===== src/rtl/ddr5_pwrgd_pkg.sv =====
// Shared types and constants for the multi-channel DDR5 PWRGD_FAIL controller.
// Holds channel FSM states, fault cause codes and a channel-index width helper.
package ddr5_pwrgd_pkg;

  typedef enum logic [2:0] {
    ST_IDLE  = 3'd0,
    ST_PSU   = 3'd1,
    ST_DDRIO = 3'd2,
    ST_LINK  = 3'd3,
    ST_FAULT = 3'd4
  } state_t;

  typedef enum logic [1:0] {
    CAUSE_NONE    = 2'b00,
    CAUSE_DDRIO   = 2'b01,
    CAUSE_PGFAIL  = 2'b10,
    CAUSE_TIMEOUT = 2'b11
  } cause_t;

  localparam logic LOW  = 1'b0;
  localparam logic HIGH = 1'b1;

  function automatic int chWidth(input int n);
    return (n > 1) ? $clog2(n) : 1;
  endfunction

endpackage


===== src/rtl/ddr5_pwrgd_ch.sv =====
// One PWRGD_FAIL channel: pin synchroniser, debounce filter, power-good FSM,
// link timeout and cause register.
// Ports: iClk/iRst; psOk, ddrio, pin in; oe, dramOk, pfOut, memFlt,
// cause, faultEntry out.
module ddr5_pwrgd_ch
  import ddr5_pwrgd_pkg::*;
#(
  parameter int FILT_CYCLES    = 4,
  parameter int LINK_TO_CYCLES = 2000,
  parameter int FAULT_STICKY   = 1
) (
  input  logic       iClk,
  input  logic       iRst,
  input  logic       psOk,
  input  logic       ddrio,
  input  logic       pin,
  output logic       oe,
  output logic       dramOk,
  output logic       pfOut,
  output logic       memFlt,
  output logic [1:0] cause,
  output logic       faultEntry
);

  localparam int FW = $clog2(FILT_CYCLES + 1);
  localparam int TW =
    (LINK_TO_CYCLES > 0) ? $clog2(LINK_TO_CYCLES + 1) : 1;
  localparam logic [FW-1:0] FILT_LAST = FW'(FILT_CYCLES - 1);
  localparam logic [TW-1:0] TO_LAST =
    TW'((LINK_TO_CYCLES > 0) ? LINK_TO_CYCLES - 1 : 0);

  logic          s1, s2, pf;
  logic [FW-1:0] fCnt;
  logic [TW-1:0] toCnt;
  logic          toHit;
  state_t        st, stNext;
  cause_t        causeR, causeNext;

  always_ff @(posedge iClk or posedge iRst) begin
    if (iRst) begin
      s1   <= LOW;
      s2   <= LOW;
      pf   <= LOW;
      fCnt <= '0;
    end else begin
      s1 <= pin;
      s2 <= s1;
      if (s2 == pf) begin
        fCnt <= '0;
      end else if (fCnt == FILT_LAST) begin
        pf   <= s2;
        fCnt <= '0;
      end else begin
        fCnt <= fCnt + 1'b1;
      end
    end
  end

  // Counter restarts whenever the channel is outside ST_DDRIO, so every
  // entry begins a fresh link-up window.
  assign toHit = (LINK_TO_CYCLES > 0) && (toCnt == TO_LAST);

  always_ff @(posedge iClk or posedge iRst) begin
    if (iRst) begin
      toCnt <= '0;
    end else if (st == ST_DDRIO) begin
      toCnt <= toCnt + 1'b1;
    end else begin
      toCnt <= '0;
    end
  end

  always_comb begin
    stNext    = st;
    causeNext = causeR;
    unique case (st)
      ST_IDLE: begin
        if (psOk) stNext = ST_PSU;
      end
      ST_PSU: begin
        if (!psOk)      stNext = ST_IDLE;
        else if (ddrio) stNext = ST_DDRIO;
      end
      ST_DDRIO: begin
        if (!psOk) begin
          stNext = ST_IDLE;
        end else if (ddrio && pf) begin
          stNext = ST_LINK;
        end else if (!ddrio) begin
          stNext = ST_PSU;
        end else if (toHit) begin
          stNext    = ST_FAULT;
          causeNext = CAUSE_TIMEOUT;
        end
      end
      ST_LINK: begin
        if (!psOk) begin
          stNext = ST_IDLE;
        end else if (!ddrio) begin
          stNext    = ST_FAULT;
          causeNext = CAUSE_DDRIO;
        end else if (!pf) begin
          stNext    = ST_FAULT;
          causeNext = CAUSE_PGFAIL;
        end
      end
      ST_FAULT: begin
        if (FAULT_STICKY == 0 && !psOk) begin
          stNext    = ST_IDLE;
          causeNext = CAUSE_NONE;
        end
      end
      default: begin
        stNext    = ST_IDLE;
        causeNext = CAUSE_NONE;
      end
    endcase
  end

  always_ff @(posedge iClk or posedge iRst) begin
    if (iRst) begin
      st     <= ST_IDLE;
      causeR <= CAUSE_NONE;
      dramOk <= LOW;
    end else begin
      st     <= stNext;
      causeR <= causeNext;
      // Held only while staying in LINK, so it drops on the same edge
      // the channel leaves.
      dramOk <= (st == ST_LINK) && (stNext == ST_LINK);
    end
  end

  assign oe         = (st != ST_DDRIO) && (st != ST_LINK);
  assign memFlt     = (st == ST_FAULT);
  assign cause      = causeR;
  assign pfOut      = pf;
  assign faultEntry = (st != ST_FAULT) && (stNext == ST_FAULT);

endmodule


===== src/rtl/ddr5_pwrgd_multi_ch.sv =====
// Multi-channel DDR5 PWRGD_FAIL controller: per-channel FSMs, ADR pin gate,
// interposer bypass and first-fault capture.
// Ports: iClk/iRst, PSU/DDRIO/MC/ADR/pin inputs; per-channel OE, DRAM OK,
// DIMM reset, fault flag, cause, plus first-fault valid/index.
module ddr5_pwrgd_multi_ch
  import ddr5_pwrgd_pkg::*;
#(
  parameter int NUM_CH         = 8,
  parameter int FILT_CYCLES    = 4,
  parameter int LINK_TO_CYCLES = 2000,
  parameter int FAULT_STICKY   = 1
) (
  input  logic                          iClk,
  input  logic                          iRst,
  input  logic                          iFM_INTR_PRSNT,
  input  logic                          iINTR_SKU,
  input  logic                          iPWRGD_PS_PWROK,
  input  logic [NUM_CH-1:0]             iPWRGD_DRAMPWRGD_DDRIO,
  input  logic [NUM_CH-1:0]             iMC_RST_N,
  input  logic                          iADR_LOGIC,
  input  logic [NUM_CH-1:0]             iPWRGD_FAIL_CH,
  output logic [NUM_CH-1:0]             oPWRGD_FAIL_OE,
  output logic [NUM_CH-1:0]             oPWRGD_DRAMPWRGD_OK,
  output logic [NUM_CH-1:0]             oFPGA_DIMM_RST_N,
  output logic [NUM_CH-1:0]             oDIMM_MEM_FLT,
  output logic [2*NUM_CH-1:0]           oFLT_CAUSE,
  output logic                          oFIRST_FLT_VALID,
  output logic [chWidth(NUM_CH)-1:0]    oFIRST_FLT_CH
);

  localparam int CHW = chWidth(NUM_CH);

  logic [NUM_CH-1:0] oeFsm, okReg, pf, fEntry;
  logic [CHW-1:0]    entryCh;
  logic              bypass;

  for (genvar i = 0; i < NUM_CH; i++) begin : gCh
    ddr5_pwrgd_ch #(
      .FILT_CYCLES   (FILT_CYCLES),
      .LINK_TO_CYCLES(LINK_TO_CYCLES),
      .FAULT_STICKY  (FAULT_STICKY)
    ) uCh (
      .iClk      (iClk),
      .iRst      (iRst),
      .psOk      (iPWRGD_PS_PWROK),
      .ddrio     (iPWRGD_DRAMPWRGD_DDRIO[i]),
      .pin       (iPWRGD_FAIL_CH[i]),
      .oe        (oeFsm[i]),
      .dramOk    (okReg[i]),
      .pfOut     (pf[i]),
      .memFlt    (oDIMM_MEM_FLT[i]),
      .cause     (oFLT_CAUSE[2*i +: 2]),
      .faultEntry(fEntry[i])
    );
  end

  // Bypass paths are gated by reset so reset always wins on the pins.
  assign bypass = iFM_INTR_PRSNT & iINTR_SKU & ~iRst;

  assign oPWRGD_FAIL_OE = oeFsm | {NUM_CH{~iADR_LOGIC}};

  assign oPWRGD_DRAMPWRGD_OK =
    bypass ? iPWRGD_DRAMPWRGD_DDRIO : okReg;

  assign oFPGA_DIMM_RST_N =
    bypass ? iMC_RST_N : (iMC_RST_N & okReg & pf);

  // Scan downward so the lowest simultaneous entry wins.
  always_comb begin
    entryCh = '0;
    for (int i = NUM_CH - 1; i >= 0; i--) begin
      if (fEntry[i]) entryCh = CHW'(i);
    end
  end

  always_ff @(posedge iClk or posedge iRst) begin
    if (iRst) begin
      oFIRST_FLT_VALID <= LOW;
      oFIRST_FLT_CH    <= '0;
    end else if (!oFIRST_FLT_VALID && (|fEntry)) begin
      oFIRST_FLT_VALID <= HIGH;
      oFIRST_FLT_CH    <= entryCh;
    end else if (FAULT_STICKY == 0 && !iPWRGD_PS_PWROK) begin
      oFIRST_FLT_VALID <= LOW;
      oFIRST_FLT_CH    <= '0;
    end
  end

endmodule


===== config.mk =====
export PLATFORM = sky130hd
export DESIGN_NAME = ddr5_pwrgd_multi_ch
export DESIGN_NICKNAME = d
export VERILOG_FILES = /design/src/rtl/ddr5_pwrgd_pkg.sv /design/src/rtl/ddr5_pwrgd_ch.sv /design/src/rtl/ddr5_pwrgd_multi_ch.sv
export SDC_FILE = /design/constraint.sdc
export NUM_CORES = 1
export LEC_CHECK = 0
export CAP_MARGIN = 20
export CELL_PAD_IN_SITES_DETAIL_PLACEMENT = 1
export CELL_PAD_IN_SITES_GLOBAL_PLACEMENT = 2
export CORE_ASPECT_RATIO = 1.1
export CORE_MARGIN = 4
export CORE_UTILIZATION = 40
export CTS_CLUSTER_SIZE = 40
export DETAILED_ROUTE_END_ITERATION = 16
export GPL_ROUTABILITY_DRIVEN = 1
export PLACE_DENSITY = 0.84
export REMOVE_ABC_BUFFERS = 1
export SLEW_MARGIN = 20
export SYNTH_ARGS = -nofsm -noshare
export SYNTH_HDL_FRONTEND = slang
export SYNTH_SLANG_ARGS = --single-unit

===== constraint.sdc =====
create_clock -name iClk -period 18.5 [get_ports iClk]
set_clock_uncertainty 0.05 [all_clocks]
set_input_delay 2.775 -clock iClk [delete_from_list [all_inputs] [get_ports iClk]]
set_output_delay 2.775 -clock iClk [all_outputs]
set_load 0.005 [all_outputs]

After elaboration in Yosys (flattened, before gate mapping)
Cells that the tools add are included.

cells by class
  add/sub/neg operators = 16
  equality and inequality tests = 144
  multiplexer cells = 186
  bitwise gates (word level) = 23
  reductions and logical operators = 67

operator list
  operator                                                                  count
  3-bit two-way mux                                                         104
  3-bit case mux with 5 select lines                                        8
  2-bit two-way mux                                                         56
  3-bit by 2-bit == test with 1-bit output (second input constant)          32
  11-bit by 1-bit adder with 11-bit output (second input constant)          8
  11-bit == test (second input constant)                                    8
  11-bit two-way mux                                                        8
  2-bit inequality test (second input constant)                             32
  7-bit AND reduction                                                       8
  3-bit == test (second input constant)                                     16
  3-bit by 2-bit inequality test with 1-bit output (second input constant)  16
  3-bit inequality test (second input constant)                             16
  2-bit case mux with 3 select lines                                        8
  1-bit logical AND                                                         33
  3-bit by 1-bit adder with 3-bit output (second input constant)            8
  3-bit by 1-bit == test with 1-bit output (second input constant)          8
  3-bit zero test                                                           8
  3-bit OR reduction                                                        8
  1-bit NOT                                                                 18
  8-bit AND                                                                 2
  8-bit two-way mux                                                         2
  2-bit by 1-bit inequality test with 1-bit output (second input constant)  8
  2-bit AND reduction                                                       8
  1-bit == test                                                             8
  other kinds (4)                                                           5

storage, ports and cells
  flip-flop bits (word level) = 188
  bits of input ports = 30
  output and inout port bits = 52
  word-level logic and storage cells = 502

Depth between registers and ports, before layout
Gate-level depths: netlist (run 1).

  depth in word-level cells = 16
  gate-level depth with buffers = 8
  mapped depth without buffers = 7

Modules after synthesis
From an unflattened synthesis (run 1), not the netlist that was laid out.

second synthesis, totals
  cells, all modules = 920
  area total of the unflattened synthesis = 9330.2 µm²

by module, submodules not included
  module                           instances  cells each  area an instance (µm²)  sequential area each (µm²)
  ddr5_pwrgd_ch at gCh[0].uCh ...  6          107         1097.3                  575.6
  ddr5_pwrgd_ch at gCh[6].uCh ...  2          110         1118.6                  575.6
  ddr5_pwrgd_multi_ch              1          58          509.2                   100.1

Worst setup path after synthesis (run 1)
Ideal clock, no wire load.

  path type = input to output
  start point = input port iRst
  end point = output port oPWRGD_DRAMPWRGD_OK[1]
  arrival = 7.616 ns
  required time = 15.675 ns
  path slack = 8.059 ns
  stages = 4
  buffers on the path = 1
  cells stage by stage = inv_1 nand3_1 clkbuf_1 mux2_2

on the way
  cells in the longest elaborated chain, start to end = 3

RTL lines
  what               line                       text
  from (decl)        ddr5_pwrgd_multi_ch.sv:14  input logic iRst,
  1-bit NOT          ddr5_pwrgd_multi_ch.sv:58  assign bypass = iFM_INTR_PRSNT & iINTR_SKU & ~iRst;
  1-bit AND          ddr5_pwrgd_multi_ch.sv:58
  8-bit two-way mux  ddr5_pwrgd_multi_ch.sv:63  bypass ? iPWRGD_DRAMPWRGD_DDRIO : okReg;
  to (decl)          ddr5_pwrgd_multi_ch.sv:23  output logic [NUM_CH-1:0] oPWRGD_DRAMPWRGD_OK,

No other way between the ends.

Final worst setup path (run 1)
Same ends and word-level chain as after synthesis.

==> run metrics, run 1 <==
minimum clock period 8356 ps; Gate Count Post-Synth 869; Placement Rows 56; number of buffers created by CTS 17; area growth from synthesis to layout 18.75%; setup violators final 0; Worst Tran Pin Value 904.4 ps; Yosys top cell by area dfrtp_1; initial antenna violation count 0; Final ANT Viol Nets 0; top cells by area, synth dfrtp_1 54%, nor2_1 6.1%, xnor2_1 4.8%; hold slack 291.8 ps; Yosys reg bits 188; Worst path most repeated cell clkdlybuf4s50_1; Worst Setup End Kind output port; Power Total 1.046 mW; PwrDens 100.5 mW/mm2; GR Layer Usage met2 0.2892; Max stage delay on crit path 580 ps; kind of critical path input pin to output port; drc violations 0; HPWL Detailed 13.65 mm; cell-internal power 0.7755 mW; GRT busiest layer met2; Worst EP arrival between 5000 and 6000 ps; clock share of power 0.370; H-tree levels 4; clk sink count 188; crit-path cells clkdlybuf4s50_1 > inv_8 > nand3_1 > buf_4 > mux2_2 > clkdlybuf4s50_1; Synth Area per Inst 10.08 um2; die area 0.02434 mm2; clk buf depth 2; post-synthesis sequential area ratio 0.5368; Placer Congestion 0.7379; routed vias 6411; EDFF count, synth 0; P_leak around 4.5 nW; I/O Pins ~80; Worst slew margin 0.3970; DP Area 0.009779 mm2; Hold Crit Class register to register; drt pass-1 iters 4; fin. max-slew vios 0; Switch Pwr ~0.27 mW; Place WS 9995 ps; Peak supply drop 60.83 uV; Sw Ratio 0.2587; ys flop type dfrtp_1; # diodes 0; vias per inst just over 5; Final WS setup 10140 ps; Avg WL per Cell 15.98 um; Post-CTS Resized 0; fmax 119.7 MHz; fin crit share 0.4517; die width 149.1 um; post-route design area 0.01041 mm2; first-pass GRT wire length between 30 and 40 mm; setup_tns 0 ps; status finished, final reports clean; initial DRC count 272; largest net degree at the start of global routing 118; met3 Use GR 0.03246; Synth Warn # 0; asr flop ratio synth 1.000; startpoint types input pin; Synth Cell Area 0.008763 mm2; CTS clock-pin slew for the worst setup and hold paths 70 ps; final wirelength 19.70 mm; final net count 976; CTS Hold Buffers Added 0; core area about 0.021 mm2; Layout fillers 2404; setup bufs post-CTS 0; Max Cap Viol 0; Reg power frac 0.477; Die Span Y 163.2 um; most frequent cells after synthesis 188 x dfrtp_1, 143 x nor2_1, 62 x nand2_1; most common cell in the synthesized netlist dfrtp_1; TritonCTS clock tree built; combinational share of power 0.153; slowest CP cell inv_8; Root Driver clkbuf_16; Critical Path RT 15680 ps; Final Hold Viols 0; top-area cell type share of the netlist area 0.5368; share of layout cells above drive strength 1 0.07211; count of input and output buffers 81; RSZ-0062 raised after global routing no; Initial Util 0.4087; GRT met1 Usage 0.2282; CP max FO 117; Worst-Skew Late Latency 430 ps; vias in the first global route just under 7000; GRT overflow 0; count of cell types in the netlist 53; GRT Util Overall 0.1737
## sequential cells by signal, summed over array words and instances, names as in the netlist
register          count
gCh.uCh.pfOut         8
oFIRST_FLT_VALID      1
oFIRST_FLT_CH         3
gCh.uCh.cause        16
gCh.uCh.s1            8
gCh.uCh.fCnt         24
gCh.uCh.s2            8
gCh.uCh.toCnt        88
gCh.uCh.st           24
gCh.uCh.dramOk        8
## critical path: cells and delay by family
kind / cells / cell delay [ps]
buffers and inverters: 4 / 1970
and+or+nand+nor: 1 / 530
muxes: 1 / 250
## per-layer routing
metal	vias to the layer above	share of wire	routed length, um
li1	3061	-	-
met1	3260	0.46	9112
met2	70	0.49	9700
met3	20	0.027	533
met4	0	0.018	351
met5	-	0	0
## kinds of logic (layout without fill, tap and decap cells)
family          count (synthesis)  in the layout  share of synthesized area
compound gates                103            103                    0.07824
xor+xnor                       84             84                    0.08395
fa+ha+maj                      16             16                    0.02284
buf+inv                        60            134                    0.02913
flops                         188            188                     0.5368
mux                            16             16                    0.02056
simple gates                  402            402                     0.2284
## stage by stage
| step | cells | util |
|---|---|---|
| 2_1_floorplan | 827 | - |
| 3_3_place_gp | 1201 | 0.4561 |
| 3_5_place_dp | 1201 | 0.4561 |
| 4_1_cts | 1233 | 0.4854 |
| 5_1_grt | 1233 | 0.4854 |
| 6_report | 1233 | 0.4854 |
## layout make-up
type / count / area [um2] / share of cell area
Clock buffer: 21 / 460.4 / 0.04425
Tap cell: 290 / 362.8 / 0.03487
Sequential cell: 188 / 4705 / 0.4521
Clock inverter: 11 / 166.4 / 0.01599
Timing Repair Buffer: 84 / 833.3 / 0.08008
Multi-Input combinational cell: 621 / 3804 / 0.3655
Inverter: 18 / 75.07 / 0.007214
## cell usage in the layout, fill, tap and decap left out, drive strengths merged, types with 21 or more instances in the layout
| cell | Yosys | layout |
|---|---|---|
| nor3b | 23 | 23 |
| and3 | 30 | 30 |
| clkdlybuf4s50 | 0 | 81 |
| nor2 | 143 | 143 |
| nand3 | 42 | 42 |
| dfrtp | 188 | 188 |
| xnor2 | 48 | 48 |
| clkbuf | 34 | 21 |
| nand2 | 62 | 62 |
| xor2 | 36 | 36 |
| a21oi | 42 | 42 |
| nor2b | 23 | 23 |
## power by group through the flow
stage | registers [mW] | clock network, mW | logic [mW]
after floorplan | 0.497 | 0 | 0.0949
after global routing | 0.507 | 0.417 | 0.183
after CTS | 0.500 | 0.398 | 0.165
final | 0.499 | 0.387 | 0.160
after detailed placement | 0.507 | 0 | 0.164
after global placement | 0.505 | 0 | 0.159
## worst paths after layout
path | startpoint | slack (ps) | cells after the start | to
worst min-delay path | gCh[6].uCh.s1 | 290 | 0 | gCh[6].uCh.s2
worst min register to register | gCh[6].uCh.s1 | 290 | 0 | gCh[6].uCh.s2
worst max-delay path | iRst | 10140 | 6 | oPWRGD_DRAMPWRGD_OK[1]
worst max register to register | gCh[6].uCh.toCnt[0] | 16050 | 7 | oFIRST_FLT_CH[1]
min in group asynchronous | iRst | 2860 | 2 | gCh[6].uCh.cause[0]
max in group asynchronous | iRst | 14050 | 3 | gCh[5].uCh.cause[1]
(Power assumes the default switching activity.)
==> inputs of run 2 (changes only) <==
CORE_UTILIZATION = 37   (was 40)
PLACE_DENSITY = 0.78   (was 0.84)
clock period = 8.54 ns   (was 18.5 ns; I/O delays follow)
==> run 2 against run 1 <==
Utilization shrank 3.5 points. Register-to-register slack lost 10000 ps. Sequential power grew 120%. Total power grew 110%. Critical endpoint is now oPWRGD_DRAMPWRGD_OK[6]. Largest cell class unchanged.
==> run metrics, run 2 (synthesis gave the netlist of run 1 again) <==
most common cell after layout, fill and taps aside dfrtp_1 (unchanged); Avg WL per Cell 15.96 um (was 15.98 um); HPWL Detailed 13.71 mm (was 13.65 mm); Worst Setup End Kind output port (unchanged); Hold Crit Class register to register (unchanged); number of buffers created by CTS 17 (unchanged); I/O Pins 82 (unchanged); CP delay by family, top buffers and inverters (unchanged); Worst EP arrival 3740 ps (was 5530 ps); area growth from synthesis to layout 18.69% (was 18.75%); # diodes 0 (unchanged); count of input and output buffers 81 (unchanged); Placement Rows 58 (was 56); most frequent cells in the layout 188 x dfrtp_1, 143 x nor2_1, 81 x clkdlybuf4s50_1 (unchanged); r2r endpoint oFIRST_FLT_CH[1] (unchanged); RSZ-0062 raised after global routing no (unchanged); Placer Congestion 0.7166 (was 0.7379); initial DRC count 233 (was 272); hold slack 299.0 ps (was 291.8 ps); initial antenna violation count 0 (unchanged); drt pass-1 iters 4 (unchanged); Final Hold Viols 0 (unchanged); core area 0.02308 mm2 (was 0.02144 mm2); die area 0.02621 mm2 (was 0.02434 mm2); Hold EP gCh[7].uCh.s2 (was gCh[6].uCh.s2); Worst-Skew Late Latency 430 ps (about the same); most flop-heavy register gCh.uCh.toCnt (unchanged); final wirelength 19.88 mm (was 19.70 mm); GRT Util Overall 0.1600 (was 0.1737); TritonCTS clock tree built (unchanged); reg2reg start gCh[6].uCh.toCnt[0] (unchanged); H-tree levels 4 (unchanged); P_leak 4.441 nW (was 4.451 nW); fin. max-slew vios 0 (unchanged); Max stage delay on crit path 490 ps (was 580 ps); GRT overflow 0 (unchanged); reg2reg setup slack 6070 ps (was 16050 ps); startpoint types input pin (unchanged); Min-Delay Path Depth 0 (unchanged); Die Span Y 169.4 um (was 163.2 um); worst hold start gCh[7].uCh.s1 (was gCh[6].uCh.s1); CTS clock-pin slew for the worst setup and hold paths 60 ps (was 70 ps); fin crit share 0.5939; slowest CP cell clkdlybuf4s50_1 (was inv_8); Max Cap Viol 0 (unchanged); setup violators final 0 (unchanged); setup_tns 0 ps (unchanged); die width 154.7 um (was 149.1 um); Worst path most repeated cell clkdlybuf4s50_1 (unchanged); Initial Util 0.3797 (was 0.4087); Final ANT Viol Nets 0 (unchanged); Critical Path RT 7210 ps (was 15680 ps); CTS Hold Buffers Added 0 (unchanged); largest net degree at the start of global routing 70 (was 118); Worst slew margin 0.3997 (was 0.3970); vias per inst 5.088 (was 5.200); Root Driver clkbuf_16 (unchanged); Peak supply drop 145.0 uV (was 60.83 uV); r2r worst-path depth 7 (unchanged); routed vias 6334 (was 6411); fmax 197.2 MHz; fin cells 1245 (was 1233); drc violations 0 (unchanged); Bufs and invs on worst path 4 (unchanged); Power Total 2.238 mW (was 1.046 mW); Placed Cells 1213 (was 1201); clk buf depth 2 (unchanged); clk sink count 188 (unchanged); crit-path cells clkdlybuf4s50_1 > inv_8 > nand3_1 > buf_4 > mux2_2 > clkdlybuf4s50_1 (unchanged); CP max FO 68 (was 117); share of layout cells above drive strength 1 0.07302 (was 0.07211); setup bufs post-CTS 0 (unchanged); minimum clock period 5072 ps; Worst Tran Pin Value 900.4 ps (was 904.4 ps); PwrDens 215.2 mW/mm2 (was 100.5 mW/mm2); kind of critical path input pin to output port (unchanged); Largest regs gCh.uCh.toCnt (88), gCh.uCh.fCnt (24), gCh.uCh.st (24) (unchanged); status finished, final reports clean (unchanged); max reg flops 88 (unchanged); first-pass GRT wire length 34.25 mm (was 34.17 mm); vias in the first global route 6695 (was 6917); final net count 978 (was 976); Post-CTS Resized 0 (unchanged)
-- run 2: cell types whose count changed in the layout (fill, tap and decap cells not counted) --
cell,before,now
buf_4,3,5
bufinv_16,4,3
clkbuf_1,2,3
clkbuf_8,2,1
clkinvlp_4,3,4
-- run 2: cell type report --
| type | count | area [um2] |
|---|---|---|
| flip-flops and latches | 188 | 4705 |
| clock buffers | 21 | 450.4 |
| fillers | 2576 | 12680 |
| multi-input cells | 621 | 3804 |
| well taps | 300 | 375.4 |
| repair buffers | 86 | 848.3 |
| clock inverters | 11 | 143.9 |
| inverters | 18 | 75.07 |
-- run 2: worst reg2reg max path: cells and delay by family, from the launching register on --
| kind | cells | cell delay [ps] |
|---|---|---|
| AO/OA/AOI/OAI | 4 | 1310 |
| flip-flops | 1 | 400 |
| AND/OR/NAND/NOR | 2 | 400 |
| adder cells (fa/ha/maj) | 1 | 210 |
-- run 2: worst max path at each step --
| stage | cells after the start | end | slack [ps] | startpoint |
|---|---|---|---|---|
| 2_1_floorplan | 3 | oPWRGD_DRAMPWRGD_OK[1] | 90 | iRst |
| 3_3_place_gp | 6 | oPWRGD_DRAMPWRGD_OK[1] | 3370 | iRst |
| 3_5_place_dp | 6 | oPWRGD_DRAMPWRGD_OK[6] | 3360 | iRst |
| 4_1_cts | 6 | oPWRGD_DRAMPWRGD_OK[6] | 3360 | iRst |
| 5_1_grt | 6 | oPWRGD_DRAMPWRGD_OK[2] | 3260 | iRst |
| 6_report | 6 | oPWRGD_DRAMPWRGD_OK[6] | 3470 | iRst |
-- run 2: power by group --
part / switching [mW] / leakage, nW / internal (mW)
registers: 0.0957 / 2.50 / 0.987
logic: 0.160 / 1.66 / 0.188
clock network: 0.340 / 0.279 / 0.468
total: 0.596 / 4.44 / 1.64
-- run 2: through the flow --
stage,util,cell area (um2),worst slack [ps]
global route,0.4507,10400,3258
floorplan,-,8576,89.70
global placement,0.4250,9807,3369
detailed placement,0.4250,9807,3358
finish,0.4507,10400,3468
CTS,0.4507,10400,3356
-- run 2: per-layer routing --
| metal | GRT usage | vias to the layer above | share of wire |
|---|---|---|---|
| met5 | 0 | - | 0 |
| met4 | 0.04301 | 0 | 0.011 |
| met3 | 0.03571 | 16 | 0.028 |
| met2 | 0.2566 | 64 | 0.47 |
| met1 | 0.2206 | 3186 | 0.49 |
| li1 | - | 3068 | - |
==> inputs of run 3 (changes only) <==
clock period = 5.3 ns   (was 8.54 ns; I/O delays follow)
==> run 3 against run 2 <==
Final cell count unchanged. Worst setup slack worse by 2100 ps. Design area down 0.14%. Die area is the same. Critical endpoint is now oFPGA_DIMM_RST_N[1]. Highest routed layer unchanged. Hold slack worse by 2.9 ps. Critical path type unchanged.
==> run metrics, run 3 (synthesis gave the netlist of run 1 again) <==
Post-CTS Resized 0 (unchanged); Peak supply drop 205.9 uV (was 145.0 uV); initial antenna violation count 0 (unchanged); routed vias 6328 (was 6334); minimum clock period approximately 3900 ps; # diodes 0 (unchanged); fmax 257.1 MHz; hold slack 296.2 ps (was 299.0 ps); CTS clock-pin slew for the worst setup and hold paths 70 ps (was 60 ps); I/O Pins 82 (unchanged); kind of critical path input pin to output port (unchanged); Placement Rows 58 (unchanged); Worst Setup End Kind output port (unchanged); Final ANT Viol Nets 0 (unchanged); first-pass GRT wire length 34.61 mm (was 34.25 mm); HPWL Detailed 13.92 mm (was 13.71 mm); GRT Util Overall 0.1607 (was 0.1600); drc violations 0 (unchanged); Placer Congestion 0.7343 (was 0.7166); Final Hold Viols 0 (unchanged); Avg WL per Cell 15.79 um (was 15.96 um); clk buf depth 2 (unchanged); largest net degree at the start of global routing 71 (was 70); PwrDens 343.2 mW/mm2 (was 215.2 mW/mm2); Worst Tran Pin Value 892.7 ps (was 900.4 ps); number of buffers created by CTS 17 (unchanged); reg2reg setup slack 2970 ps (was 6070 ps); TritonCTS clock tree built (unchanged); fin. max-slew vios 0 (unchanged); Hold Crit Class register to register (unchanged); Layout fillers 2593 (was 2576); reg2reg start gCh[6].uCh.toCnt[0] (unchanged); final wirelength 19.66 mm (was 19.88 mm); CTS Hold Buffers Added 0 (unchanged); Max Cap Viol 0 (unchanged); drt pass-1 iters 4 (unchanged); worst hold start gCh[2].uCh.s1 (was gCh[7].uCh.s1); fin crit share 0.7339; die area 0.02621 mm2 (unchanged); CP delay by family, top buffers and inverters (unchanged); r2r endpoint oFIRST_FLT_CH[0] (was oFIRST_FLT_CH[1]); share of layout cells above drive strength 1 0.07302 (unchanged); max reg flops 88 (unchanged); crit-path cells clkdlybuf4s50_1 > inv_8 > nand3_1 > buf_4 > a21boi_0 > clkdlybuf4s50_1 (was clkdlybuf4s50_1 > inv_8 > nand3_1 > buf_4 > mux2_2 > clkdlybuf4s50_1); startpoint types input pin (unchanged); Min-Delay Path Depth 0 (unchanged); Die Span Y 169.4 um (unchanged); vias in the first global route 6820 (was 6695); area growth from synthesis to layout 18.52% (was 18.69%); Worst EP arrival 3040 ps (was 3740 ps); vias per inst 5.083 (was 5.088); Critical Path RT 4450 ps (was 7210 ps); register area 0.004705 mm2 (unchanged); setup bufs post-CTS 0 (unchanged); Bufs and invs on worst path 4 (unchanged); Initial Util 0.3797 (unchanged); setup violators final 0 (unchanged); status finished, final reports clean (unchanged); Hold EP gCh[2].uCh.s2 (was gCh[7].uCh.s2); Power Total 3.565 mW (was 2.238 mW); Largest regs gCh.uCh.toCnt (88), gCh.uCh.fCnt (24), gCh.uCh.st (24) (unchanged); most common cell after layout, fill and taps aside dfrtp_1 (unchanged); core area 0.02308 mm2 (unchanged); clk sink count 188 (unchanged); GRT overflow 0 (unchanged); H-tree levels 4 (unchanged); initial DRC count 196 (was 233); Worst path most repeated cell clkdlybuf4s50_1 (unchanged); most flop-heavy register gCh.uCh.toCnt (unchanged); slowest CP cell clkdlybuf4s50_1 (unchanged); die width 154.7 um (unchanged); CP max FO 30 (was 68); multi-input combinational cell area 0.003804 mm2 (unchanged); RSZ-0062 raised after global routing no (unchanged); most frequent cells in the layout 188 x dfrtp_1, 143 x nor2_1, 81 x clkdlybuf4s50_1 (unchanged); Worst slew margin 0.4048 (was 0.3997); Max stage delay on crit path 550 ps (was 490 ps); P_leak 4.438 nW (was 4.441 nW); r2r worst-path depth 7 (unchanged); Root Driver clkbuf_16 (unchanged); count of input and output buffers 81 (unchanged); Worst-Skew Late Latency 430 ps (about the same); final net count 978 (unchanged)
[run 3: metrics by stage]
stage / setup TNS [ps] / worst slack, ps / area (um2) / std cells / util
2_1_floorplan: -161230 / -2178 / 8576 / 827 / -
3_3_place_gp: 0 / 1354 / 9807 / 1213 / 0.4250
3_5_place_dp: 0 / 1292 / 9807 / 1213 / 0.4250
4_1_cts: 0 / 1285 / 10390 / 1245 / 0.4501
5_1_grt: 0 / 1194 / 10390 / 1245 / 0.4501
6_report: 0 / 1410 / 10390 / 1245 / 0.4501
[run 3: area by class of cell]
type,count,area share
inverter,18,0.007228
tap,300,0.03614
sequential,188,0.4530
timing repair buffer,86,0.08168
multi-input combinational,621,0.3662
clock inverter,10,0.01108
clock buffer,22,0.04469
[run 3: how the worst max path moves through the flow]
| stage | depth (start not counted) | start | to |
|---|---|---|---|
| floorplan | 3 | iRst | oPWRGD_DRAMPWRGD_OK[1] |
| global placement | 6 | iRst | oPWRGD_DRAMPWRGD_OK[1] |
| detailed placement | 6 | iRst | oFPGA_DIMM_RST_N[1] |
| CTS | 6 | iRst | oFPGA_DIMM_RST_N[1] |
| global route | 6 | iRst | oFPGA_DIMM_RST_N[1] |
| finish | 6 | iRst | oFPGA_DIMM_RST_N[1] |
[run 3: power breakdown]
group	switching (mW)	total (mW)	internal, mW	leakage, nW
sequential	0.153	1.74	1.59	2.50
combinational	0.259	0.562	0.303	1.66
clock	0.540	1.26	0.720	0.277
[run 3: metal layers]
metal	routed length, um	GRT usage
met2	9401	0.2606
met3	641	0.03775
met5	0	0
met1	9467	0.2202
met4	153	0.03802
